**config.mk**
```make
export PLATFORM = sky130hd
export DESIGN_NAME = emu_time_ctrl
export DESIGN_NICKNAME = d
export VERILOG_FILES = /design/src/rtl/emu_time_ctrl_pkg.sv /design/src/rtl/emu_time_ctrl_clamp.sv /design/src/rtl/emu_time_ctrl.sv
export SDC_FILE = /design/constraint.sdc
export NUM_CORES = 1
export LEC_CHECK = 0
export CAP_MARGIN = 20
export CORE_MARGIN = 4
export CORE_UTILIZATION = 55
export CTS_CLUSTER_SIZE = 25
export DETAILED_ROUTE_END_ITERATION = 16
export PLACE_DENSITY = 0.94
export SYNTH_ARGS = -nofsm -noshare
export SYNTH_HDL_FRONTEND = slang
export SYNTH_SLANG_ARGS = --single-unit
```
**constraint.sdc**
```tcl
create_clock -name emu_clk -period 6.9 [get_ports emu_clk]
set_clock_uncertainty 0.2 [all_clocks]
set_input_delay 1.38 -clock emu_clk [delete_from_list [all_inputs] [get_ports emu_clk]]
set_output_delay 1.38 -clock emu_clk [all_outputs]
set_load 0.05 [all_outputs]
```
**src/rtl/emu_time_ctrl_pkg.sv**
```systemverilog
// Shared types for the emulation run-control blocks: command modes,
// controller states and their bit widths.
package emu_time_ctrl_pkg;

  localparam int CFG_MODE_W   = 2;
  localparam int CTRL_STATE_W = 3;

  // Command mode encoding as seen on cfg_mode.
  typedef enum logic [CFG_MODE_W-1:0] {
    MODE_FREE  = 2'd0,
    MODE_PAUSE = 2'd1,
    MODE_UNTIL = 2'd2,
    MODE_STEP  = 2'd3
  } cfg_mode_t;

  // Controller states; the encoding is visible on the dbg_state port.
  typedef enum logic [CTRL_STATE_W-1:0] {
    ST_FREE  = 3'd0,
    ST_PAUSE = 3'd1,
    ST_LOAD  = 3'd2,
    ST_UNTIL = 3'd3,
    ST_STEP  = 3'd4,
    ST_HELD  = 3'd5
  } ctrl_state_t;

  // States in which the dt lane is forced to zero.
  function automatic logic is_stall_state(input ctrl_state_t s);
    return (s == ST_PAUSE) || (s == ST_HELD) || (s == ST_LOAD);
  endfunction

endpackage

```
**src/rtl/emu_time_ctrl_clamp.sv**
```systemverilog
// dt_clamp: saturating (target - now) clamped to [0, dt_max].
// The difference is taken one bit wider than the time base, so it can
// never wrap.
module dt_clamp #(
  parameter int WIDTH      = 25,
  parameter int TIME_WIDTH = 39,
  parameter int DT_MAX     = 2**(WIDTH-1)-1
) (
  input  logic signed [TIME_WIDTH-1:0] target,
  input  logic signed [TIME_WIDTH-1:0] now,
  output logic signed [WIDTH-1:0]      dt
);

  localparam logic signed [TIME_WIDTH:0] DT_MAX_EXT = (TIME_WIDTH+1)'(DT_MAX);
  localparam logic signed [WIDTH-1:0]    DT_MAX_W   = WIDTH'(DT_MAX);

  logic signed [TIME_WIDTH:0] target_ext;
  logic signed [TIME_WIDTH:0] now_ext;
  logic signed [TIME_WIDTH:0] diff;

  // Sign-extend both operands, subtract, then saturate into [0, dt_max].
  always_comb begin
    target_ext = {target[TIME_WIDTH-1], target};
    now_ext    = {now[TIME_WIDTH-1], now};
    diff       = target_ext - now_ext;
    if (diff > DT_MAX_EXT) begin
      dt = DT_MAX_W;
    end else if (diff <= 0) begin
      dt = '0;
    end else begin
      dt = diff[WIDTH-1:0];
    end
  end

endmodule

```
**src/rtl/emu_time_ctrl.sv**
```systemverilog
// emu_time_ctrl: run-control scheduler for the emulation time base.
// Produces one dt request lane for the time-advance min-reduction, so
// that emulated time can run freely, pause, run until an absolute target
// time, or run for a fixed number of emulation cycles.
//
// Command handshake: a command transfers on a rising emu_clk edge where
// cfg_valid && cfg_ready. cfg_ready is low only in LOAD, so at most one
// command is in flight. A host may hold cfg_valid and its payload stable
// until it sees the transfer; the payload is sampled only at the transfer.
module emu_time_ctrl
  import emu_time_ctrl_pkg::*;
#(
  parameter int WIDTH      = 25,
  parameter int TIME_WIDTH = 39,
  parameter int CNT_WIDTH  = 32,
  parameter int DT_MAX     = 2**(WIDTH-1)-1
) (
  input  logic                         emu_clk,
  input  logic                         emu_rst,
  input  logic                         cfg_valid,
  output logic                         cfg_ready,
  input  logic [1:0]                   cfg_mode,
  input  logic [TIME_WIDTH-1:0]        cfg_time,
  input  logic signed [TIME_WIDTH-1:0] emu_time,
  output logic signed [WIDTH-1:0]      dt_req,
  output logic                         emu_stall,
  output logic                         done,
  output logic                         busy,
  output logic [2:0]                   dbg_state
);

  localparam logic signed [WIDTH-1:0] DT_MAX_W = WIDTH'(DT_MAX);

  ctrl_state_t                  state_q, state_d;
  cfg_mode_t                    mode_q, mode_d;
  logic signed [TIME_WIDTH-1:0] target_q, target_d;
  logic [CNT_WIDTH-1:0]         count_q, count_d;
  logic                         done_q, done_d;

  logic                         cfg_fire;
  logic signed [WIDTH-1:0]      dt_until;

  assign cfg_fire = cfg_valid && cfg_ready;

  // Remaining distance to the UNTIL target, clamped to a legal dt.
  dt_clamp #(
    .WIDTH      (WIDTH),
    .TIME_WIDTH (TIME_WIDTH),
    .DT_MAX     (DT_MAX)
  ) u_dt_clamp (
    .target (target_q),
    .now    (emu_time),
    .dt     (dt_until)
  );

  // Next-state logic. An accepted command always wins over a completion
  // in the same cycle, which is why done_d is only raised in the else arm.
  always_comb begin
    state_d  = state_q;
    mode_d   = mode_q;
    target_d = target_q;
    count_d  = count_q;
    done_d   = 1'b0;
    if (cfg_fire) begin
      state_d  = ST_LOAD;
      mode_d   = cfg_mode_t'(cfg_mode);
      target_d = $signed(cfg_time);
      count_d  = cfg_time[CNT_WIDTH-1:0];
    end else begin
      case (state_q)
        ST_LOAD: begin
          case (mode_q)
            MODE_FREE:  state_d = ST_FREE;
            MODE_PAUSE: state_d = ST_PAUSE;
            MODE_UNTIL: begin
              if (target_q <= emu_time) begin
                state_d = ST_HELD;
                done_d  = 1'b1;
              end else begin
                state_d = ST_UNTIL;
              end
            end
            MODE_STEP: begin
              if (count_q == '0) begin
                state_d = ST_HELD;
                done_d  = 1'b1;
              end else begin
                state_d = ST_STEP;
              end
            end
            default: state_d = ST_FREE;
          endcase
        end
        ST_UNTIL: begin
          if (emu_time >= target_q) begin
            state_d = ST_HELD;
            done_d  = 1'b1;
          end
        end
        ST_STEP: begin
          count_d = count_q - CNT_WIDTH'(1);
          if (count_q == CNT_WIDTH'(1)) begin
            state_d = ST_HELD;
            done_d  = 1'b1;
          end
        end
        default: ;
      endcase
    end
  end

  // Controller registers; reset returns to free-running time.
  always_ff @(posedge emu_clk or posedge emu_rst) begin
    if (emu_rst) begin
      state_q  <= ST_FREE;
      mode_q   <= MODE_FREE;
      target_q <= '0;
      count_q  <= '0;
      done_q   <= 1'b0;
    end else begin
      state_q  <= state_d;
      mode_q   <= mode_d;
      target_q <= target_d;
      count_q  <= count_d;
      done_q   <= done_d;
    end
  end

  // dt lane: decoded from registered state and the registered emu_time.
  always_comb begin
    dt_req = '0;
    case (state_q)
      ST_FREE:  dt_req = DT_MAX_W;
      ST_STEP:  dt_req = DT_MAX_W;
      ST_UNTIL: dt_req = dt_until;
      default:  dt_req = '0;
    endcase
  end

  assign cfg_ready = (state_q != ST_LOAD);
  assign emu_stall = is_stall_state(state_q);
  assign busy      = (state_q == ST_UNTIL) || (state_q == ST_STEP);
  assign done      = done_q;
  assign dbg_state = state_q;

endmodule

```
# Word-level counts from Yosys, hierarchy flattened
# Index checks and enable logic that the tools add are counted.
# classes
reduce_logical	11
mux	19
eq_ne	12
addsub	2
order_cmp	4
# op_table
op	n
$mux 32	2
$mux 25	2
$pmux 25 s2	1
$gt 40x25->1 const B	1
$le 40x1->1 const B	1
$sub 39x39->40	1
$ge 39x39->1	1
$le 39x39->1	1
$eq 32x1->1 const B	1
$logic_not 32->1	1
$sub 32x1->32 const B	1
$mux 3	4
$pmux 3 s4	1
$pmux 3 s3	1
$eq 3x2->1 const B	2
$eq 3x3->1 const B	2
$mux 1	6
$ne 3x3->1 const B	2
$eq 2x2->1 const B	2
$reduce_bool 4->1	1
$eq 3x1->1 const B	1
$logic_not 3->1	1
$logic_or 1x1->1	3
$ne 3x2->1 const B	1
other kinds (8)	8
# word_totals
output_inout_bits	32
inputBits	83
word_cells	53
register_bits	77

# Depth between registers and ports, before layout
# depth
depth_word	5
ltp_mapped	16
depth_no_buf	14

# Cells and area by module
# Synthesis repeated with hierarchy kept, for this count alone.
# unflattened
hier_cells	967
area_unflattened_um2	7796.2
# modules_own_cells
module	area_per_inst_um2	seq_area_each_um2	n_inst	cells_each
emu_time_ctrl	4621.9	1926.8	1	512
dt_clamp	3174.3	0.0	1	455

# Worst setup path before layout
# No wires, ideal clock.
# synth_path
kind	input -> output
start	in emu_time[0]
end	out dt_req[0]
path_buffers	2
cell_stages	15
arrival_time_ps	4558
required_ps	5320
slack_ps	762
path_cell_list	ha_1 > inv_1 > fa_1 > a21o_1 > a21oi_2 > xnor2_1 > nor4_1 > or4b_1 > nor4_1 > nand4b_1 > or4_1 > buf_6 > buf_8 > a31oi_1 > a31oi_1
# synth_via
elab_chain_cells	5
elab_cells_between_ends	6
cone_classes	add/sub: 1; order compare: 2; mux: 3
# synth_rtl
item	line_no	rtl
from (decl)	emu_time_ctrl.sv:24	input logic signed [TIME_WIDTH-1:0] emu_time,
$sub 39x39->40 *	emu_time_ctrl_clamp.sv:25	diff = target_ext - now_ext;
$le 40x1->1	emu_time_ctrl_clamp.sv:28	end else if (diff <= 0) begin
$mux 25	emu_time_ctrl_clamp.sv:28	
$mux 25 *	emu_time_ctrl_clamp.sv:26	if (diff > DT_MAX_EXT) begin
$pmux 25 s2 *	emu_time_ctrl.sv:132	case (state_q)
to (decl)	emu_time_ctrl.sv:25	output logic signed [WIDTH-1:0] dt_req,
# Mark *: on every way between the ends. The rest lies on a longest branch, timed or not.

# Worst setup path after layout
# layout_path
start	in emu_time[16]
end	out dt_req[12]
# The elaborated chain is that of the path after synthesis.

==> impl_results.md <==
* Status: complete, no violations
* Wire length per cell at 17.5 µm
* Bufs and invs on worst path at 3
* Max Cap Viol at 0
* Max_slew headroom at 35.6%
* Setup Fix Bufs, Post-CTS at 0
* Critical Path AT at 5.18 ns
* Port bufs at 113
* Mapped Cells at 878
* Mapped Area at 6620 µm²
* Static leakage at 3.58 nW
* Root Buffer: clkbuf_16
* Post-Layout Cell Count at 1,117
* Antenna Nets Post-Route at 0
* CP top delay family: compound AO/OA/AOI/OAI gates
* Total power at 4.67 mW
* Cell Pwr Density at 568 nW/µm²
* Dpl ws at 0.103 ns
* Final Hold Vio Count at 0
* 1st-pass router iterations at 5
* TritonCTS clock tree: built
* Fin nets at 1,095
* Fin crit share at 97.9%
* Core Region at 11,600 µm²
* Pin count of the biggest net entering global routing at 78
* Hold_sp: target_q[4]$_DFFE_PP0P_
* Skew-Pair Late Insertion Delay at 0.33 ns
* GP Congestion at 0.983
* # rows at 39
* First-pass GRT wire length at 30,900 µm
* Syn_nets at 1,004
* ANT cells at 0
* Hold Path Class: reg -> reg
* Commonest register cell after synthesis: dfrtp_1
* Post-synthesis register bit count at 77
* Sequential share of the synthesized area at 29.1%
* Crit-path max cell delay at 0.54 ns
* Yosys warns at 0
* Post-route setup slack at 0.144 ns
* Vias per cell at 6.19
* Initial Util at 57.0%
* Startpoint Class: input pin
* Die footprint at 13,900 µm²
* Worst-path cell chain: clkdlybuf4s50_1, inv_1, ha_1, a21oi_1, o21ai_0, a22oi_1, a21oi_1, o41ai_2, nor2_1, o41a_1, or2_4, a31oi_1, a31oi_1, buf_4
* GRT Overall Usage at 26.7%
* Fin crit period at 6.76 ns
* Crit end category: primary output
* Vias in the first global route at 6,436
* Residual DRC at 0
* Setup Crit Path Kind: in -> out
* Min Hold Slack at 0.282 ns
* Mean Syn Cell Area at 7.54 µm²
* Setup_tns at 0 ns
* Worst slew pin tran at 0.966 ns
* DRT iter0 DRCs at 626
* Hpwl dp at 14,600 µm
* Ys async rst share at 100%
* Io pins at 115
* Sink Count at 77
* Reg2reg start: count_q[2]$_DFFE_PP0P_
* Worst setup path start: emu_time[16]
* Slowest cell on the critical path: o41ai_2
* Die Ht at 118 µm
* Unrepaired setup endpoints after global routing: no
* CTS buffer count at 9
* EDFF count, synth at 0
* Chip Width at 118 µm
* Placed Instances at 1,098
* Wirelength, routed at 19,600 µm
* Clock slew at reported path FFs at 0.06 ns
* Initial antenna violation count at 0
* Area growth, synth to finish at 24.1%
* Overflow after GRT at 0
* Fill cells at 914
* CTS H-tree depth at 3
* Area occupied by multi-input gates at 4420 µm²
* Via count at 6,913
* Maximum fanout along the worst path at 21
* Max VDD drop at 0.486 mV
* Worst endpoint required time at 5.32 ns
* Seq. cell area at 1930 µm²
* Fin. max-slew vios at 0
* Share of cells above drive strength 1 at 9.03%
* Fmax at 148 MHz
* Clk buf depth at 2
* Synth unique cells at 70
* CTS Hold Bufs at 0
* Final setup violation count at 0
[synth_stat cells, types with 4 or more instances]
| cell type | instances | area [µm²] |
|---|---|---|
| nand2b_1 | 7 | 43.8 |
| nor3_1 | 18 | 90.1 |
| and2_1 | 4 | 25.0 |
| and3_1 | 7 | 43.8 |
| nand3_1 | 14 | 70.1 |
| a21boi_0 | 7 | 52.6 |
| nor2_1 | 58 | 218 |
| clkbuf_1 | 26 | 97.6 |
| o21ai_1 | 4 | 20.0 |
| o21ai_0 | 69 | 345 |
| nand4_1 | 19 | 119 |
| buf_2 | 12 | 60.1 |
| a21o_1 | 9 | 67.6 |
| a21oi_2 | 4 | 35.0 |
| nor2b_1 | 5 | 31.3 |
| inv_1 | 55 | 206 |
| ha_1 | 42 | 526 |
| dfrtp_1 | 77 | 1930 |
| a21oi_1 | 57 | 285 |
| o211ai_1 | 6 | 45.0 |
| a211oi_1 | 7 | 52.6 |
| a31oi_1 | 43 | 269 |
| xor2_1 | 15 | 131 |
| xnor2_1 | 42 | 368 |
| nor4_1 | 13 | 81.3 |
| o21a_1 | 10 | 75.1 |
| buf_4 | 5 | 37.5 |
| or3_1 | 6 | 37.5 |
| or4_1 | 4 | 30.0 |
| nand2_1 | 178 | 668 |
[cell families (layout without fill, tap and decap cells)]
logic type / after synthesis / after routing / share of synthesized area, %
buffers and inverters: 101 / 195 / 6.63
XOR/XNOR: 57 / 57 / 7.54
other: 1 / 1 / 0.0566
multiplexers: 3 / 3 / 0.472
adder cells (fa/ha/maj): 43 / 43 / 8.24
flip-flops: 77 / 77 / 29.1
AO/OA/AOI/OAI: 248 / 248 / 23.8
AND/OR/NAND/NOR: 348 / 350 / 24.1
[cell type report]
cell class                      count  area share [%]
Clock buffer                       11            2.83
Clock inverter                      5           0.746
Inverter                           55            2.51
Multi-Input combinational cell    702            53.7
Sequential cell                    77            23.4
Tap cell                          143            2.18
Timing Repair Buffer              124            14.6
[per-stage QoR]
stage	util (%)	cell area, µm²
2_1_floorplan	-	6620
3_3_place_gp	66.6	7740
3_5_place_dp	66.6	7740
4_1_cts	69.2	8030
5_1_grt	70.8	8220
6_report	70.8	8220
[state kept, by name (all words and copies together) (netlist names)]
register,flops
target_q,39
done,1
mode_q,2
dbg_state,3
count_q,32
[tightest hold or removal path: cells and delay by family (launching register included)]
kind             cells  cell delay, ns
AND/OR/NAND/NOR      2            0.11
flip-flops           1            0.34
[final timing paths]
path	end	slack [ns]	cells after the start
max	dt_req[12]	0.14	14
min	target_q[4]$_DFFE_PP0P_	0.28	2
max reg2reg	count_q[27]$_DFFE_PP0P_	3.46	8
min reg2reg	target_q[4]$_DFFE_PP0P_	0.28	2
max in group asynchronous	target_q[8]$_DFFE_PP0P_	4.40	3
min in group asynchronous	count_q[30]$_DFFE_PP0P_	1.46	3
[power breakdown]
| group | total, mW | switching (mW) | internal, mW |
|---|---|---|---|
| logic | 3.33 | 2.17 | 1.17 |
| clock network | 0.472 | 0.190 | 0.281 |
| registers | 0.864 | 0.192 | 0.673 |
[cells in the final DEF (no fill, tap or decap), types with 31 or more instances in the layout]
master           netlist  routed
a21oi_1               57      55
dfrtp_1               77      77
xnor2_1               42      41
nand2_1              178     178
buf_4                  5      31
ha_1                  42      41
clkdlybuf4s50_1        0      88
o21ai_0               69      69
nor2_1                58      58
inv_1                 55      53
a31oi_1               43      37
[timing repair]
item / in CTS / in global routing
resized for setup: 0 / 25
setup endpoints to repair: 0 / 21
hold endpoints to repair: 0 / 0
[metal layers]
metal / vias up / part of all wire (%) / global-route usage (%)
met4: 0 / 2.2 / 6.96
met5: - / 0 / 0
met2: 342 / 47 / 43.7
met1: 3240 / 42 / 36.2
li1: 3292 / - / -
met3: 39 / 8.4 / 5.29
No activity file was read; power rests on OpenSTA's default activity.
==> RTL edit 1: new RTL, config.mk and constraints unchanged <==
`WIDTH` is set to 25 in 2 places; all go to 24.
--- a/src/rtl/emu_time_ctrl_clamp.sv
+++ b/src/rtl/emu_time_ctrl_clamp.sv
@@ -4,3 +4,3 @@
 module dt_clamp #(
-  parameter int WIDTH      = 25,
+  parameter int WIDTH      = 24,
   parameter int TIME_WIDTH = 39,
--- a/src/rtl/emu_time_ctrl.sv
+++ b/src/rtl/emu_time_ctrl.sv
@@ -12,3 +12,3 @@
 #(
-  parameter int WIDTH      = 25,
+  parameter int WIDTH      = 24,
   parameter int TIME_WIDTH = 39,
Ports: changed (resized dt_req); port bits go from 115 to 114. The function was not compared with the original's and may differ.
==> RTL edit 1 against the original RTL <==
Core utilization rose by 1.6 points; worst setup slack better by 0.10 ns; synthesized area down 1.4%; cell area increased by 1.4%; critical path depth rose by 2; maximum frequency up 1.6%; wire length up 5.0%; critical path type unchanged; total power fell by 3.4%; cell count up 1.9%; sequential cell count stayed put; first-iteration DRC count is 18% higher; global-route usage rose by 3.1 points.
==> RTL edit 1: results (changes against the original RTL) <==
hold_sp: target_q[27]
dpl cells: 1118 (+1.8%)
H-tree depth: 3 (unchanged)
Nets: 1116 (+1.9%)
Routed WL: 20.6 mm (+5.0%)
GP Congestion: 1.06 (+8.3%)
via/cell ratio: 6.08 (-1.7%)
family with the most delay on the worst path: compound AO/OA/AOI/OAI gates
sequential share of the synthesized area: 29.5% (+0.41 points)
met3 capacity usage during global routing: 3.91% (-1.4 points)
CTS root buf: clkbuf_16
initial antenna violation count: 0 (unchanged)
syn_nets: 976 (-2.8%)
P_int: 2.16 mW (+1.9%)
Setup Slack @ Placement: -0.213 ns (-0.316 ns)
Worst R2R Start: target_q[20]
reg2reg end: dbg_state[2]
global-route wire length before repair: 32.2 mm (+4.3%)
leakage power: 3.86 nW (+7.8%)
post-layout util: 72.4% (+1.6 points)
Yosys Warn Count: 0 (unchanged)
Routed WL per cell: 18.1 um (+3.0%)
Critical-path top delay cell: clkdlybuf4s50_1
met1 GRT Util: 40.4% (+4.2 points)
layout cells sized above 1: 13.4% (+4.3 points)
vias in the first global route: 6500 (+0.99%)
Worst R2R Path Depth: 12 (+4)
Diodes inserted: 0 (unchanged)
Min-Delay Path Class: reg -> reg
Post-DP HPWL: 15.7 mm (+7.2%)
status: completed
Synth area leaders: dfrtp_1 (30%), nand2_1 (10%), ha_1 (8.0%), o21ai_0 (5.5%), xnor2_1 (4.8%)
Crit path required time: 5.32 ns (about the same)
normalized max-slew margin: 37.2% (+1.6 points)
CP Max Fanout: 11 (-48%)
Worst Hold Endpoint: target_q[27]
Async S/R FF share, synth: 100% (unchanged)
DRT Pass-1 Iters: 5 (unchanged)
Iteration-0 DRC Markers: 738 (+18%)
max incr delay on CP: 0.45 ns (-0.09 ns)
Yosys cell types: 80 (+14%)
DP Area: 7970 sq um (+3.0%)
port bufs: 112 (-0.88%)
clock slew at reported path FFs: 0.06 ns (about the same)
Cells after Synth: 850 (-3.2%)
top post-synthesis cells by count: nand2_1 (180), dfrtp_1 (77), o21ai_0 (72)
# fillers: 839 (-8.2%)
FF-to-FF setup slack: 3.24 ns (-0.22 ns)
GRT Total Usage: 29.8% (+3.1 points)
VDD IR max: 0.000312 V (-36%)
GRT met2 Usage: 48.8% (+5.1 points)
## RTL edit 1: cell count changes in the layout (fill, tap and decap cells not counted), sizes merged, moves of 5 or more
cell,change
buf,+41
xnor2,-6
nand4,-5
a31oi,-36
a21boi,-7
o21ai,+13
## RTL edit 1: how the worst max path moves through the flow
stage | cells after the start | endpoint | startpoint | slack [ns]
final | 16 | dt_req[11] | emu_time[18] | 0.25
after global routing | 14 | dt_req[15] | emu_time[15] | 0.01
after CTS | 15 | dt_req[3] | emu_time[6] | 0.18
after detailed placement | 14 | dt_req[10] | emu_time[18] | -0.21
after global placement | 14 | dt_req[3] | emu_time[18] | -0.12
after floorplan | 12 | dt_req[10] | emu_time[24] | 0.86
## RTL edit 1: cells by family after synthesis
family	Yosys count	share of synthesized area, %
AOI/OAI and AO/OA	230	23.5
DFF	77	29.5
and+or+nand+nor	345	24.5
xor gates and xnor gates	55	7.38
other	1	0.0574
muxes	4	0.632
adders and majority gates	43	8.35
buffers and inverters	95	6.02
## RTL edit 1: stage by stage
stage          hold slack (ns)  power [mW]
6_report                 0.298        4.51
5_1_grt                  0.314        4.80
4_1_cts                  0.286        4.44
3_5_place_dp             0.272        3.87
3_3_place_gp             0.262        3.80
2_1_floorplan            0.250        2.95
## RTL edit 1: worst reg2reg max path: stages, from the launching register on
cell and delay (ns):
dfrtp_1 0.44, ha_1 0.41, nand2_1 0.10, buf_4 0.15, nor3_1 0.47, nand3_1 0.23, a21oi_1 0.23, nor3_1 0.10
buf_4 0.14, a21oi_1 0.31, nand2_1 0.11, a211o_1 0.37, mux2_2 0.30
## RTL edit 1: timing repair
item                       4_1_cts  5_1_grt
pin swaps                        1        0
gates resized for setup          0        3
gates cloned                     0        0
setup endpoints to repair       16       10
buffers inserted                 4        0
## RTL edit 1: power by group through the flow
stage / clock (mW) / combinational, mW / sequential [mW]
floorplan: 0 / 2.11 / 0.840
global placement: 0 / 2.93 / 0.869
detailed placement: 0 / 2.99 / 0.881
CTS: 0.517 / 3.04 / 0.883
global route: 0.541 / 3.34 / 0.919
finish: 0.514 / 3.10 / 0.901
## RTL edit 1: metal layers
metal | share of wire, % | wire length [um]
met5 | 0 | 0
met4 | 3.0 | 624
met2 | 47 | 9770
met1 | 41 | 8470
met3 | 8.4 | 1720
## RTL edit 1: cell type report
class	count	area share (%)
clock inverters	4	0.840
inverters	59	2.66
well taps	143	2.15
multi-input cells	678	50.7
repair buffers	165	17.5
clock buffers	12	3.08
flip-flops and latches	77	23.1
==> RTL edit 2: new RTL, config.mk and constraints unchanged <==
Without the edit above. Make the reset (`emu_rst`) synchronous in one clocked block.
--- a/src/rtl/emu_time_ctrl.sv
+++ b/src/rtl/emu_time_ctrl.sv
@@ -112,3 +112,3 @@
   // Controller registers; reset returns to free-running time.
-  always_ff @(posedge emu_clk or posedge emu_rst) begin
+  always_ff @(posedge emu_clk) begin
     if (emu_rst) begin
Behaviour: differs if emu_rst is asserted again (counterexample within 4 cycles, from zero or initial values and one cycle with emu_rst high); with emu_rst held inactive, the same outputs for 4 cycles.
==> RTL edit 2 against the original RTL <==
Core utilization is 1.6 points lower; synthesized area fell by 2.7%; first-iteration DRC count increased by 1.1%; register-to-register slack gained 0.09 ns; wire length is 0.24% higher; sequential cell count unchanged; cell count up 2.7%; synthesized cell count is 4.6% higher; cell area is 3.9% lower; worst setup slack improved by 0.023 ns; non-clock buffer count is the same.
Power is not compared: it rests on default switching activity, and its combinational part moved more than twofold at a synthesized area within 25%.
==> RTL edit 2: results (changes against the original RTL) <==
Critical-path top delay cell: or4_4
Routed WL: 19.6 mm (+0.24%)
Synth Area in Adders: 8.47% (+0.23 points)
met3 capacity usage during global routing: 3.16% (-2.1 points)
Hold WS: 0.263 ns (-0.0189 ns)
GP Congestion: 0.967 (-1.6%)
Slew @ Worst Pin: 1.07 ns (+0.103 ns)
CP arrival: 5.15 ns (-0.03 ns)
Core Area: 11400 sq um (-1.7%)
sequential share of the synthesized area: 23.9% (-5.2 points)
comb_multi_in: 727 (+3.6%)
Layout clock area frac: 4.27% (+0.70 points)
synth-to-layout area growth: 22.7%
sequential share of cell area: 19.5% (-3.9 points)
Post-Synth XOR/XNOR Area: 7.07% (-0.47 points)
met3 routed WL: 1.46 mm (-12%)
status: completed
vias in the first global route: 6504 (+1.1%)
fraction of area in non-clock buffers: 14.7% (+0.13 points)
Nets: 1126 (+2.8%)
DP Area: 7550 sq um (-2.4%)
# fillers: 926 (+1.3%)
DR WL met2: 9.29 mm (-0.14%)
multiplexer share of the synthesized area: 0.466% (-0.0061 points)
met1 wire length: 8.58 mm (+4.5%)
PnR worst setup slack: 0.168 ns (+0.0234 ns)
Synth area leaders: dfxtp_1 (24%), nand2_1 (10%), a21oi_1 (8.9%), ha_1 (8.2%), nor2_1 (3.7%)
Async S/R FF share, synth: 0% (-100 points)
FF-to-FF setup slack: 3.55 ns (+0.09 ns)
syn_nets: 1044 (+4.0%)
Iteration-0 DRC Markers: 633 (+1.1%)
Setup Slack @ Placement: 0.0240 ns (-0.0787 ns)
[RTL edit 2: cell count changes after synthesis, moves of 11 or more]
cell,delta
dfrtp_1,-77
o21ai_0,-41
clkbuf_1,+14
a21o_1,+12
nand3_1,+18
a31oi_1,-28
a21oi_1,+58
xor2_1,+11
xnor2_1,-16
dfxtp_1,+77
[RTL edit 2: per-stage QoR]
stage	instances	power, mW
final	1147	1.67
after global routing	1147	1.75
after CTS	1146	1.66
after detailed placement	1131	1.13
after global placement	1131	1.12
after floorplan	918	0.949
[RTL edit 2: worst paths after layout]
path	startpoint	depth (start not counted)	end
setup / recovery	emu_time[28]	14	dt_req[0]
hold / removal	target_q[20]	2	target_q[20]
setup reg to reg	target_q[0]	12	dbg_state[2]
hold reg to reg	target_q[20]	2	target_q[20]
[RTL edit 2: what timing repair did]
action | 4_1_cts | 5_1_grt
endpoints found under the setup margin | 0 | 24
buffers inserted | 0 | 0
resized for setup | 0 | 2
